===== src/rtl/cdb_arbiter_pkg.sv =====
// Shared types and constants for the common data bus arbiter and its consumers.
package cdb_arbiter_pkg;

  typedef logic [3:0]  rob_id_t;
  typedef logic [31:0] data_t;

  localparam logic    TRUE      = 1'b1;
  localparam logic    FALSE     = 1'b0;
  localparam rob_id_t ZERO_ROB  = '0;
  localparam data_t   ZERO_WORD = '0;

  localparam logic CDB_SRC_ALU = 1'b0;
  localparam logic CDB_SRC_LSU = 1'b1;

  // Occupancy counter width: must represent 0..depth inclusive.
  function automatic int unsigned cnt_width(int unsigned depth);
    return $clog2(depth) + 1;
  endfunction

endpackage


===== src/rtl/cdb_fifo.sv =====
// Per-source result FIFO: registered storage, combinational head, synchronous flush.
module cdb_fifo
  import cdb_arbiter_pkg::*;
#(
  parameter int unsigned DEPTH = 4,
  parameter int unsigned WIDTH = 36,
  localparam int unsigned PtrW = $clog2(DEPTH),
  localparam int unsigned CntW = cnt_width(DEPTH)
) (
  input  logic             clk,
  input  logic             rst,
  input  logic             flush,
  input  logic             push,
  input  logic             pop,
  input  logic [WIDTH-1:0] din,
  output logic [WIDTH-1:0] dout,
  output logic             empty,
  output logic             full,
  output logic [CntW-1:0]  count
);

  logic [WIDTH-1:0] mem_q [DEPTH];
  logic [PtrW-1:0]  wr_ptr_q, wr_ptr_d;
  logic [PtrW-1:0]  rd_ptr_q, rd_ptr_d;
  logic [CntW-1:0]  cnt_q, cnt_d;
  logic             do_push, do_pop;

  assign full    = (cnt_q == CntW'(DEPTH));
  assign empty   = (cnt_q == '0);
  assign count   = cnt_q;
  assign dout    = mem_q[rd_ptr_q];
  assign do_push = push && !full && !flush;
  assign do_pop  = pop && !empty && !flush;

  always_comb begin
    wr_ptr_d = wr_ptr_q;
    rd_ptr_d = rd_ptr_q;
    cnt_d    = cnt_q;
    if (flush) begin
      wr_ptr_d = '0;
      rd_ptr_d = '0;
      cnt_d    = '0;
    end else begin
      // Pointers wrap naturally because DEPTH is a power of two.
      if (do_push) wr_ptr_d = wr_ptr_q + 1'b1;
      if (do_pop)  rd_ptr_d = rd_ptr_q + 1'b1;
      unique case ({do_push, do_pop})
        2'b10:   cnt_d = cnt_q + 1'b1;
        2'b01:   cnt_d = cnt_q - 1'b1;
        default: cnt_d = cnt_q;
      endcase
    end
  end

  always_ff @(posedge clk or negedge rst) begin
    if (!rst) begin
      wr_ptr_q <= '0;
      rd_ptr_q <= '0;
      cnt_q    <= '0;
    end else begin
      wr_ptr_q <= wr_ptr_d;
      rd_ptr_q <= rd_ptr_d;
      cnt_q    <= cnt_d;
    end
  end

  // Storage needs no reset: the count gates every read that matters.
  always_ff @(posedge clk) begin
    if (do_push) mem_q[wr_ptr_q] <= din;
  end

endmodule


===== src/rtl/cdb_arbiter.sv =====
// Round-robin arbiter driving a single registered CDB from the ALU and LSU result FIFOs.
module cdb_arbiter
  import cdb_arbiter_pkg::*;
#(
  parameter int unsigned DEPTH    = 4,
  parameter int unsigned ROB_ID_W = 4,
  parameter int unsigned DATA_W   = 32
) (
  input  logic                clk,
  input  logic                rst,
  input  logic                rdy,
  input  logic                flush,
  input  logic                alu_valid,
  input  logic [ROB_ID_W-1:0] alu_rob_id,
  input  logic [DATA_W-1:0]   alu_result,
  output logic                alu_ready,
  input  logic                lsu_valid,
  input  logic [ROB_ID_W-1:0] lsu_rob_id,
  input  logic [DATA_W-1:0]   lsu_result,
  output logic                lsu_ready,
  output logic                cdb_valid,
  output logic [ROB_ID_W-1:0] cdb_rob_id,
  output logic [DATA_W-1:0]   cdb_result,
  output logic                cdb_src
);

  localparam int unsigned CntW   = cnt_width(DEPTH);
  localparam int unsigned EntryW = ROB_ID_W + DATA_W;

  logic [EntryW-1:0] alu_dout, lsu_dout;
  logic              alu_empty, lsu_empty;
  logic              alu_full, lsu_full;
  logic [CntW-1:0]   alu_count, lsu_count;
  logic              alu_push, lsu_push;
  logic              alu_pop, lsu_pop;

  logic                rr_q, rr_d;
  logic                valid_q, valid_d;
  logic [ROB_ID_W-1:0] rob_q, rob_d;
  logic [DATA_W-1:0]   res_q, res_d;
  logic                src_q, src_d;

  // Readiness deliberately ignores a same-cycle pop so ready never depends on the arbiter.
  assign alu_ready = rdy && !flush && (alu_count < CntW'(DEPTH));
  assign lsu_ready = rdy && !flush && (lsu_count < CntW'(DEPTH));
  assign alu_push  = alu_valid && alu_ready;
  assign lsu_push  = lsu_valid && lsu_ready;

  cdb_fifo #(
    .DEPTH (DEPTH),
    .WIDTH (EntryW)
  ) u_alu_fifo (
    .clk   (clk),
    .rst   (rst),
    .flush (flush),
    .push  (alu_push),
    .pop   (alu_pop),
    .din   ({alu_rob_id, alu_result}),
    .dout  (alu_dout),
    .empty (alu_empty),
    .full  (alu_full),
    .count (alu_count)
  );

  cdb_fifo #(
    .DEPTH (DEPTH),
    .WIDTH (EntryW)
  ) u_lsu_fifo (
    .clk   (clk),
    .rst   (rst),
    .flush (flush),
    .push  (lsu_push),
    .pop   (lsu_pop),
    .din   ({lsu_rob_id, lsu_result}),
    .dout  (lsu_dout),
    .empty (lsu_empty),
    .full  (lsu_full),
    .count (lsu_count)
  );

  // Pop selection; the pointer only moves when both sources actually competed.
  always_comb begin
    alu_pop = FALSE;
    lsu_pop = FALSE;
    rr_d    = rr_q;
    if (flush) begin
      rr_d = CDB_SRC_ALU;
    end else if (rdy) begin
      if (!alu_empty && !lsu_empty) begin
        if (rr_q == CDB_SRC_ALU) alu_pop = TRUE;
        else                     lsu_pop = TRUE;
        rr_d = ~rr_q;
      end else if (!alu_empty) begin
        alu_pop = TRUE;
      end else if (!lsu_empty) begin
        lsu_pop = TRUE;
      end
    end
  end

  always_comb begin
    valid_d = valid_q;
    rob_d   = rob_q;
    res_d   = res_q;
    src_d   = src_q;
    if (flush) begin
      valid_d = FALSE;
    end else if (rdy) begin
      valid_d = alu_pop || lsu_pop;
      if (alu_pop) begin
        {rob_d, res_d} = alu_dout;
        src_d          = CDB_SRC_ALU;
      end else if (lsu_pop) begin
        {rob_d, res_d} = lsu_dout;
        src_d          = CDB_SRC_LSU;
      end
    end
  end

  always_ff @(posedge clk or negedge rst) begin
    if (!rst) begin
      rr_q    <= CDB_SRC_ALU;
      valid_q <= FALSE;
      rob_q   <= '0;
      res_q   <= '0;
      src_q   <= CDB_SRC_ALU;
    end else begin
      rr_q    <= rr_d;
      valid_q <= valid_d;
      rob_q   <= rob_d;
      res_q   <= res_d;
      src_q   <= src_d;
    end
  end

  assign cdb_valid  = valid_q;
  assign cdb_rob_id = rob_q;
  assign cdb_result = res_q;
  assign cdb_src    = src_q;

  a_one_pop: assert property (@(posedge clk) disable iff (!rst) !(alu_pop && lsu_pop));
  a_alu_full: assert property (@(posedge clk) disable iff (!rst)
                               alu_full == (alu_count == CntW'(DEPTH)));
  a_lsu_full: assert property (@(posedge clk) disable iff (!rst)
                               lsu_full == (lsu_count == CntW'(DEPTH)));

endmodule


===== config.mk =====
export PLATFORM = sky130hd
export DESIGN_NAME = cdb_arbiter
export DESIGN_NICKNAME = d
export VERILOG_FILES = /design/src/rtl/cdb_arbiter_pkg.sv /design/src/rtl/cdb_fifo.sv /design/src/rtl/cdb_arbiter.sv
export SDC_FILE = /design/constraint.sdc
export NUM_CORES = 1
export LEC_CHECK = 0
export CELL_PAD_IN_SITES_DETAIL_PLACEMENT = 1
export CELL_PAD_IN_SITES_GLOBAL_PLACEMENT = 1
export CORE_MARGIN = 8
export CORE_UTILIZATION = 40
export CTS_CLUSTER_SIZE = 24
export DETAILED_ROUTE_END_ITERATION = 7
export DONT_BUFFER_PORTS = 1
export PLACE_DENSITY_LB_ADDON = 0.08
export SYNTH_ARGS = -nofsm -noshare
export SYNTH_HDL_FRONTEND = slang
export SYNTH_HIERARCHICAL = 1
export SYNTH_SLANG_ARGS = --single-unit

===== constraint.sdc =====
create_clock -name clk -period 6.37 [get_ports clk]
set_input_delay 0.637 -clock clk [delete_from_list [all_inputs] [get_ports clk]]
set_output_delay 0.637 -clock clk [all_outputs]
set_load 0.005 [all_outputs]

* After elaboration in Yosys (flattened, before gate mapping)
Memory sizes are Yosys's and may differ from the RTL's.
Index checks and enable logic that the tools add are counted.
** Word-level totals
- Bits of input ports :: 78
- Memory bits (writable) :: 288
- Bits in registers :: 53
- Output and inout port bits :: 40
- Memories kept :: 2
** Cells by class
- Bitwise logic cells :: 2
- Equality and inequality tests :: 6
- Reduce and logical (&&, ||, !) cells :: 33
- Magnitude comparators :: 2
- Mux-type cells :: 38
- Add/subtract/negate cells :: 8
** Memories
- u_alu_fifo.mem_q :: words 4, width 36, read ports 1, clocked after Yosys merged registers in 0, write ports 1, RTL line cdb_fifo.sv:22 : logic [WIDTH-1:0] mem_q [DEPTH];
- u_lsu_fifo.mem_q :: words 4, width 36, read ports 1, clocked after Yosys merged registers in 0, write ports 1, RTL line cdb_fifo.sv:22
** Operators by type and width (count)
- $mux W32 :: 2
- $mux W1 :: 22
- $mux W2 :: 8
- $logic_and A1 B1 Y1 :: 14
- $reduce_bool A2 Y1 :: 7
- $pmux W3 S2 :: 2
- $add A2 B1 Y2 const B :: 4
- $mux W4 :: 2
- $add A3 B1 Y3 const B :: 2
- $eq A3 B3 Y1 const B :: 2
- $logic_not A3 Y1 :: 2
- $lt A3 B3 Y1 const B :: 2
- $mux W3 :: 2
- $reduce_bool A3 Y1 :: 2
- $sub A3 B1 Y3 const B :: 2
- $logic_not A1 Y1 :: 5
- $eq A2 B1 Y1 const B :: 2
- $eq A2 B2 Y1 const B :: 2
- $reduce_and A3 Y1 :: 1
- $not A1 Y1 :: 2
- $reduce_and A2 Y1 :: 1
- $logic_or A1 B1 Y1 :: 1

* Logic depth before layout (Yosys ltp)
Gate-level depths: netlist (run 1).
- Depth in word-level cells :: 11
- Mapped depth :: 16
- Depth with buffers taken out :: 11

* Cells and area by module
The synthesis (run 1) kept the hierarchy.
** Modules (own cells, without submodules)
- cdb_fifo :: sequential area each 4499.3 µm², cells each 252, instances 2, area each 5745.5 µm²
- cdb_arbiter :: sequential area each 975.9 µm², cells each 190, instances 1, area each 2060.7 µm²

* Worst setup path before layout (run 1)
Ideal clock, no wire load.
- Kind :: reg-to-reg
- From :: register u_lsu_fifo.cnt_q[2], in the netlist u_lsu_fifo/count[2]
- To :: register u_alu_fifo.cnt_q[1], in the netlist u_alu_fifo/count[1]
- Period minus slack after synthesis :: 3005 ps
- Data arrival time :: 2867 ps
- Data required time :: 6233 ps
- Slack :: 3365 ps
- Stages on the path, launching flop included :: 17
- Path buffers :: 5
- Setup time :: 137 ps
- Path through :: dfrtp_1 -> buf_2 -> nor3_1 -> nor2b_1 -> clkbuf_1 -> or2_1 -> buf_6 -> buf_6 -> inv_1 -> buf_2 -> nand2b_1 -> nor3_1 -> fa_1 -> inv_1 -> a311oi_1 -> a21oi_1 -> a211oi_1
** On the way
- Longest elaborated chain between the ends :: 11
** RTL lines
- from (decl) :: RTL line cdb_fifo.sv:25 : logic [CntW-1:0] cnt_q, cnt_d;
- from (signal assigned) :: RTL line cdb_fifo.sv:63 : cnt_q <= cnt_d;
- $logic_not A3 Y1 * :: RTL line cdb_fifo.sv:29 : assign empty = (cnt_q == '0);
- named net lsu_empty :: RTL line cdb_arbiter.sv:31 : logic alu_empty, lsu_empty;
- $logic_not A1 Y1 * :: RTL line cdb_arbiter.sv:89 : if (!alu_empty && !lsu_empty) begin
- $logic_and A1 B1 Y1 * :: RTL line cdb_arbiter.sv:89
- $mux W1 * :: RTL line cdb_arbiter.sv:89
- $mux W1 * :: RTL line cdb_arbiter.sv:88 : end else if (rdy) begin
- $mux W1 * :: RTL line cdb_arbiter.sv:86 : if (flush) begin
- named net alu_pop :: RTL line cdb_arbiter.sv:35 : logic alu_pop, lsu_pop;
- $logic_and A1 B1 Y1 * (2 in a row) :: RTL line cdb_fifo.sv:33 : assign do_pop = pop && !empty && !flush;
- $eq A2 B1 Y1 / $eq A2 B2 Y1 (equally long branches) :: RTL line cdb_fifo.sv:47 : unique case ({do_push, do_pop})
- $pmux W3 S2 :: RTL line cdb_fifo.sv:47
- $mux W3 :: RTL line cdb_fifo.sv:39 : if (flush) begin
- to (signal assigned) :: RTL line cdb_fifo.sv:63
- to (decl) :: RTL line cdb_fifo.sv:25
The timed path passes the listed nets; every way through them passes the cells marked *.
A chain may end at the register's enable or synchronous reset.

* Worst setup path after layout (run 1)
- From :: register u_alu_fifo.cnt_q[0], in the netlist u_alu_fifo/count[0]
- To :: register u_alu_fifo.cnt_q[1], in the netlist u_alu_fifo/count[1]
** On the way
- Longest elaborated chain between the ends :: 11
** RTL lines (RTL line)
- $logic_not A3 Y1 * :: cdb_fifo.sv:29
- named net alu_empty :: cdb_arbiter.sv:31
- $logic_not A1 Y1 :: cdb_arbiter.sv:89
- $logic_and A1 B1 Y1 :: cdb_arbiter.sv:89
- $mux W1 * :: cdb_arbiter.sv:89
- $mux W1 * :: cdb_arbiter.sv:88
- $mux W1 * :: cdb_arbiter.sv:86
- named net alu_pop :: cdb_arbiter.sv:35
- $logic_and A1 B1 Y1 * (2 in a row) :: cdb_fifo.sv:33
- $eq A2 B1 Y1 / $eq A2 B2 Y1 (equally long branches) :: cdb_fifo.sv:47
- $pmux W3 S2 :: cdb_fifo.sv:47
- $mux W3 :: cdb_fifo.sv:39
Marks and branches as above.

==> results of run 1 <==
## flip-flops by register name, indices dropped and copies added (netlist names)
name and count:
u_alu_fifo/mem_q 144, u_alu_fifo/wr_ptr_q 2, u_lsu_fifo/rd_ptr_q 2, rr_q 1, cdb_src 1, u_alu_fifo/rd_ptr_q 2
u_lsu_fifo/mem_q 144, cdb_rob_id 4, u_lsu_fifo/count 3, cdb_valid 1, u_alu_fifo/count 3, u_lsu_fifo/wr_ptr_q 2
cdb_result 32
## routing by layer
layer / track usage [%] / part of all wire, % / vias to the layer above
met4: 4.22 / 2.2 / 0
met1: 17.2 / 37 / 3330
met5: 0 / 0 / -
met2: 26.9 / 51 / 136
met3: 6.50 / 9.4 / 46
li1: - / - / 2841
## final cells by class
class | instances | share of cell area, %
Timing Repair Buffer | 14 | 0.838
Tap cell | 448 | 3.68
Sequential cell | 341 | 65.5
Clock buffer | 47 | 6.74
Multi-Input combinational cell | 296 | 21.5
Inverter | 9 | 0.222
Clock inverter | 24 | 1.54
## power by group
part	switching [mW]	leakage, nW	total [mW]	internal (mW)
Clock	0.862	0.623	2.18	1.32
Combinational	0.0688	1.15	0.156	0.0877
Sequential	0.116	3.26	2.63	2.51
## synth_stat cells
library cell,instances,area share [%]
o22ai_1,4,0.18
o21ai_1,2,0.074
and2_1,10,0.46
o21ai_0,6,0.22
nor3b_1,39,2.2
a221o_1,36,2.7
dfrtp_1,53,9.8
buf_2,16,0.59
or2_1,1,0.046
nor2_1,17,0.47
o21a_1,4,0.22
nand2b_1,8,0.37
nor3_1,6,0.22
a21oi_1,4,0.15
inv_1,9,0.25
fa_1,2,0.30
nor2b_1,2,0.092
buf_6,10,0.83
and3_1,36,1.7
nand2_1,12,0.33
a21o_1,2,0.11
xor2_1,4,0.26
nand3b_1,2,0.11
clkbuf_1,20,0.55
a221oi_1,2,0.13
edfxtp_1,288,64
xnor2_1,3,0.19
or3b_1,1,0.065
a22o_1,2,0.13
mux2i_1,2,0.15
mux4_2,72,12
or2b_1,1,0.055
a211oi_2,2,0.18
a22oi_1,2,0.11
ha_1,8,0.74
a311oi_1,2,0.13
a211oi_1,2,0.11
buf_4,2,0.11
## cell families (layout without fill, tap and decap cells)
group / after synthesis / in the layout / synth area share (%)
and+or+nand+nor: 135 / 135 / 6.05
xor gates and xnor gates: 7 / 7 / 0.452
DFF: 341 / 341 / 73.6
buffers and inverters: 57 / 94 / 2.34
AOI/OAI and AO/OA: 70 / 70 / 4.41
muxes: 74 / 74 / 12.1
adders and majority gates: 10 / 10 / 1.03
## through the flow
stage	worst slack [ns]	utilization, %
after floorplan	3.37	-
final	2.91	45.5
after global routing	2.64	45.5
after CTS	2.93	45.5
after detailed placement	2.96	41.7
after global placement	3.18	41.7
## worst max-delay path by stage
stage	cells after the start	start	endpoint	slack [ns]
floorplan	16	u_lsu_fifo/count[2]	u_alu_fifo/count[1]	3.37
global placement	12	u_lsu_fifo/count[0]	u_alu_fifo/count[1]	3.18
detailed placement	12	u_alu_fifo/count[0]	u_alu_fifo/count[1]	2.96
CTS	12	u_alu_fifo/count[0]	u_alu_fifo/count[1]	2.93
global route	12	u_lsu_fifo/count[0]	u_alu_fifo/count[1]	2.64
finish	12	u_alu_fifo/count[0]	u_alu_fifo/count[1]	2.91
==> impl_metrics.toml, run 1 <==
[outcome]
outcome = "complete, no violations"

[critical_path]
start_kind = "flip-flop"
cp_max_fo = 37
path_cells = "nor3_1 -> or3b_1 -> buf_4 -> or2_1 -> inv_1 -> nand2b_1 -> nor3_1 -> fa_1 -> inv_1 -> a311oi_1 -> a21oi_1 -> a211oi_1"
path_delay_family = "simple AND/OR/NAND/NOR gates"
r2r_start = "u_alu_fifo/count[0]"
crit_buf_inv = 3
r2r_slack_ns = 2.91
crit_type = "flip-flop to flip-flop"
reg2reg_depth = 12
cp.arrival_ns = 3.87
cp.required_ns = 6.79
max_stage_delay_ns = 0.59
r2r-end = "u_alu_fifo/count[1]"
end_kind = "flip-flop"
slowest_stage = "nor3_1"

[place]
port_buffers = 0
routabilityCongestion = 0.766
dp_hpwl_um = 19700
placed_area_um2 = 13900
dpl.cell_count = 1106

[routing]
wl_per_cell_um = 25.8
first_iter_violations = 248
drcViolationCount = 0
drt-total-wl_um = 30500
viasPerCell = 5.39
drt_first_pass_iters = 6
vias = 6353
drtAntennaViolNets = 0

[grt]
grt_pass1_wl_um = 45400
overflow = 0
antenna_found_initial = 0
grt_max_degree = 54
grt_pass1_vias = 7100
globalRouteTotalUtil_pct = 15.4

[timing]
whs_ns = 0.177
setup_viol = 0
timing.fmax_mhz = 289
tns_ns = 0
period_needed_ns = 3.46
fin_crit_sh_pct = 54.3
rsz0062_at_grt = "false"
worst_slew_pin_slew_ns = 1.09
slew_violations = 0
fin_skew_ns = 0.0176
max_slew_margin_pct = 26.8
finalHoldViolations = 0

[clocking]
clock_latency_ns = 0.53
cts_tree = "built"
clock_sinks = 341
cts_hold_buffers = 2
clk_pin_slew_ns = 0.06
cts_root_buffer = "clkbuf_16"
cts-buffers-inserted = 39
cts_resized = 0
clockBufferDepth = 3
h-tree-depth = 2
postCtsSetupBuffers = 0

[final_layout]
regArea_um2 = 9980
drive_gt1_share_pct = 20.7
syn_to_final_growth_pct = 12.4
final-instance-count-excl-fill = 1179
fin_nets = 789
fin_area_um2 = 15200
final_common_cell = "edfxtp_1"
multi_input_area_um2 = 3270
n_antenna_cell = 0
fill_cells = 3060
mostFrequentLayoutCells = "edfxtp_1, mux4_2, dfrtp_1, clkbuf_16, nor3b_1"

[floorplanning]
ios = 118
core_um2 = 33400
rows = 67
die_y_um = 200
start_util_pct = 40.5
dieArea_um2 = 40000
die_w_um = 200

[synthesis]
syn_area_um2 = 13600
yosys.cell_types.count = 38
syn_inst = 694
synth.avg_cell_area_um2 = 19.5
syn_nets = 782
ys_seq_elements = 341
yosysSeqAreaShare_pct = 73.6
synth_warnings = 6

[pwr]
p_leak_nw = 5.04
peakVddDrop_uv = 214
power_density_nw_per_um2 = 326
power_mw = 4.97

[min_path]
min_path_cells = 1
hp-start = "flush"
hp-class = "input port to flip-flop"
min_to = "u_lsu_fifo/count[0]"

[flow_run]
maxCapViolations = 0
No activity file was read; power rests on OpenSTA's default activity.
==> run 2, diff against run 1 <==
ABC_AREA = 1   (was unset)
clock period = 3.2 ns   (was 6.37 ns; I/O delays follow)
==> impl_metrics.toml, run 2 <==
[floorplanning]
core_um2 = 34500
ios = 118
dieArea_um2 = 41200
start_util_pct = 40.6
die_w_um = 203
die_y_um = 203
rows = 68

[pwr]
power_density_nw_per_um2 = 704
power_mw = 11.5
p_leak_nw = 6.17
peakVddDrop_uv = 424

[clocking]
clock_sinks = 341
cts-buffers-inserted = 39
cts_root_buffer = "clkbuf_16"
clk_pin_slew_ns = 0.05
h-tree-depth = 2
clockBufferDepth = 3
clock_latency_ns = 0.52
postCtsSetupBuffers = 0
cts_tree = "built"

[critical_path]
cp.required_ns = 3.35
crit_type = "input port to flip-flop"
cp.arrival_ns = 2.63
end_kind = "flip-flop"
cp_max_fo = 36
start_kind = "input port"

[timing]
whs_ns = 0.0686
fin_crit_sh_pct = 77.5
slew_violations = 0
post-route-worst-setup-slack_ns = 0.719
setup_viol = 0
fin_skew_ns = 0.0110
finalHoldViolations = 0
timing.fmax_mhz = 403
max_slew_margin_pct = 49.0
worst_slew_pin_slew_ns = 0.765
tns_ns = 0
rsz0062_at_grt = "false"
period_needed_ns = 2.48

[routing]
vias = 8700
viasPerCell = 5.07
drcViolationCount = 0
first_iter_violations = 480
drt_first_pass_iters = 4
drtAntennaViolNets = 0
wl_per_cell_um = 20.5
drt-total-wl_um = 35100

[final_layout]
syn_to_final_growth_pct = 17.0
mostFrequentLayoutCells = "edfxtp_1, nor2_1, nand2_1, o21ai_0, inv_1"
fin_area_um2 = 16400
final_common_cell = "edfxtp_1"
drive_gt1_share_pct = 9.71
fin_nets = 1319

[outcome]
outcome = "complete, no violations"

[grt]
globalRouteTotalUtil_pct = 16.9
antenna_found_initial = 4
grt_pass1_wl_um = 54400
grt_pass1_vias = 8935
overflow = 0
grt_max_degree = 74

[synthesis]
syn_nets = 1251
synth.avg_cell_area_um2 = 12.0
syn_area_um2 = 14000
synth_warnings = 6
syn_inst = 1163

[place]
port_buffers = 0
placed_area_um2 = 14400
dp_hpwl_um = 21400
routabilityCongestion = 0.737
dpl_worst_slack_ns = 0.874

[min_path]
hp-class = "input port to flip-flop"

[flow_run]
maxCapViolations = 0
[run 2: cell types whose count changed in the layout (fill, tap and decap cells not counted), sizes merged, moves of 72 or more]
| cell | delta |
|---|---|
| dlygate4sd3 | +74 |
| inv | +98 |
| mux4 | -72 |
| nand2 | +143 |
| nor2 | +142 |
| o21ai | +146 |
[run 2: routing by layer]
metal | routed length [um] | GRT usage [%]
met5 | 8 | 0
met4 | 611 | 4.01
met3 | 1490 | 3.41
met2 | 16000 | 26.7
met1 | 16900 | 23.7
[run 2: what timing repair did]
| action | in CTS | in global routing |
|---|---|---|
| gates resized for setup | 0 | 0 |
| hold buffers | 76 | 0 |
| endpoints found under the hold margin | 350 | 0 |
[run 2: per-stage QoR]
step           cells  util [%]
6_report        1715      47.5
5_1_grt         1715      47.5
4_1_cts         1712      47.5
3_5_place_dp    1569      41.7
3_3_place_gp    1569      41.7
2_1_floorplan   1163         -
[run 2: critical path, stage by stage]
cell and delay, ns:
dlygate4sd3_1 0.67, inv_1 0.14, nand2_1 0.12, nor3b_1 0.38
nand3_2 0.32, nor2_4 0.15, buf_4 0.50
[run 2: where the power goes]
part | total [mW] | internal (mW) | switching, mW
sequential | 5.50 | 5.16 | 0.334
combinational | 1.78 | 0.549 | 1.24
clock | 4.23 | 2.52 | 1.71
total | 11.5 | 8.24 | 3.28
[run 2: path summary, 6_finish.rpt]
path / from / to / slack (ns) / depth (start not counted)
worst max-delay path: flush / u_alu_fifo/mem_q[3][8] / 0.72 / 7
worst min-delay path: flush / u_alu_fifo/count[2] / 0.07 / 5
min in group asynchronous: rst / u_alu_fifo/count[0] / 0.32 / 2
worst max register to register: u_lsu_fifo/count[0] / u_lsu_fifo/count[2] / 0.88 / 17
worst min register to register: cdb_result[6] / cdb_result[6] / 0.51 / 2
max in group asynchronous: rst / cdb_result[12] / 2.59 / 2
[run 2: final cells by class]
| type | count | area, um2 |
|---|---|---|
| fillers | 3558 | 18100 |
| flip-flops and latches | 341 | 9980 |
| multi-input cells | 647 | 3260 |
| clock buffers | 49 | 1030 |
| repair buffers | 94 | 938 |
| well taps | 455 | 569 |
| inverters | 108 | 408 |
| clock inverters | 18 | 170 |
| diodes | 3 | 7.51 |
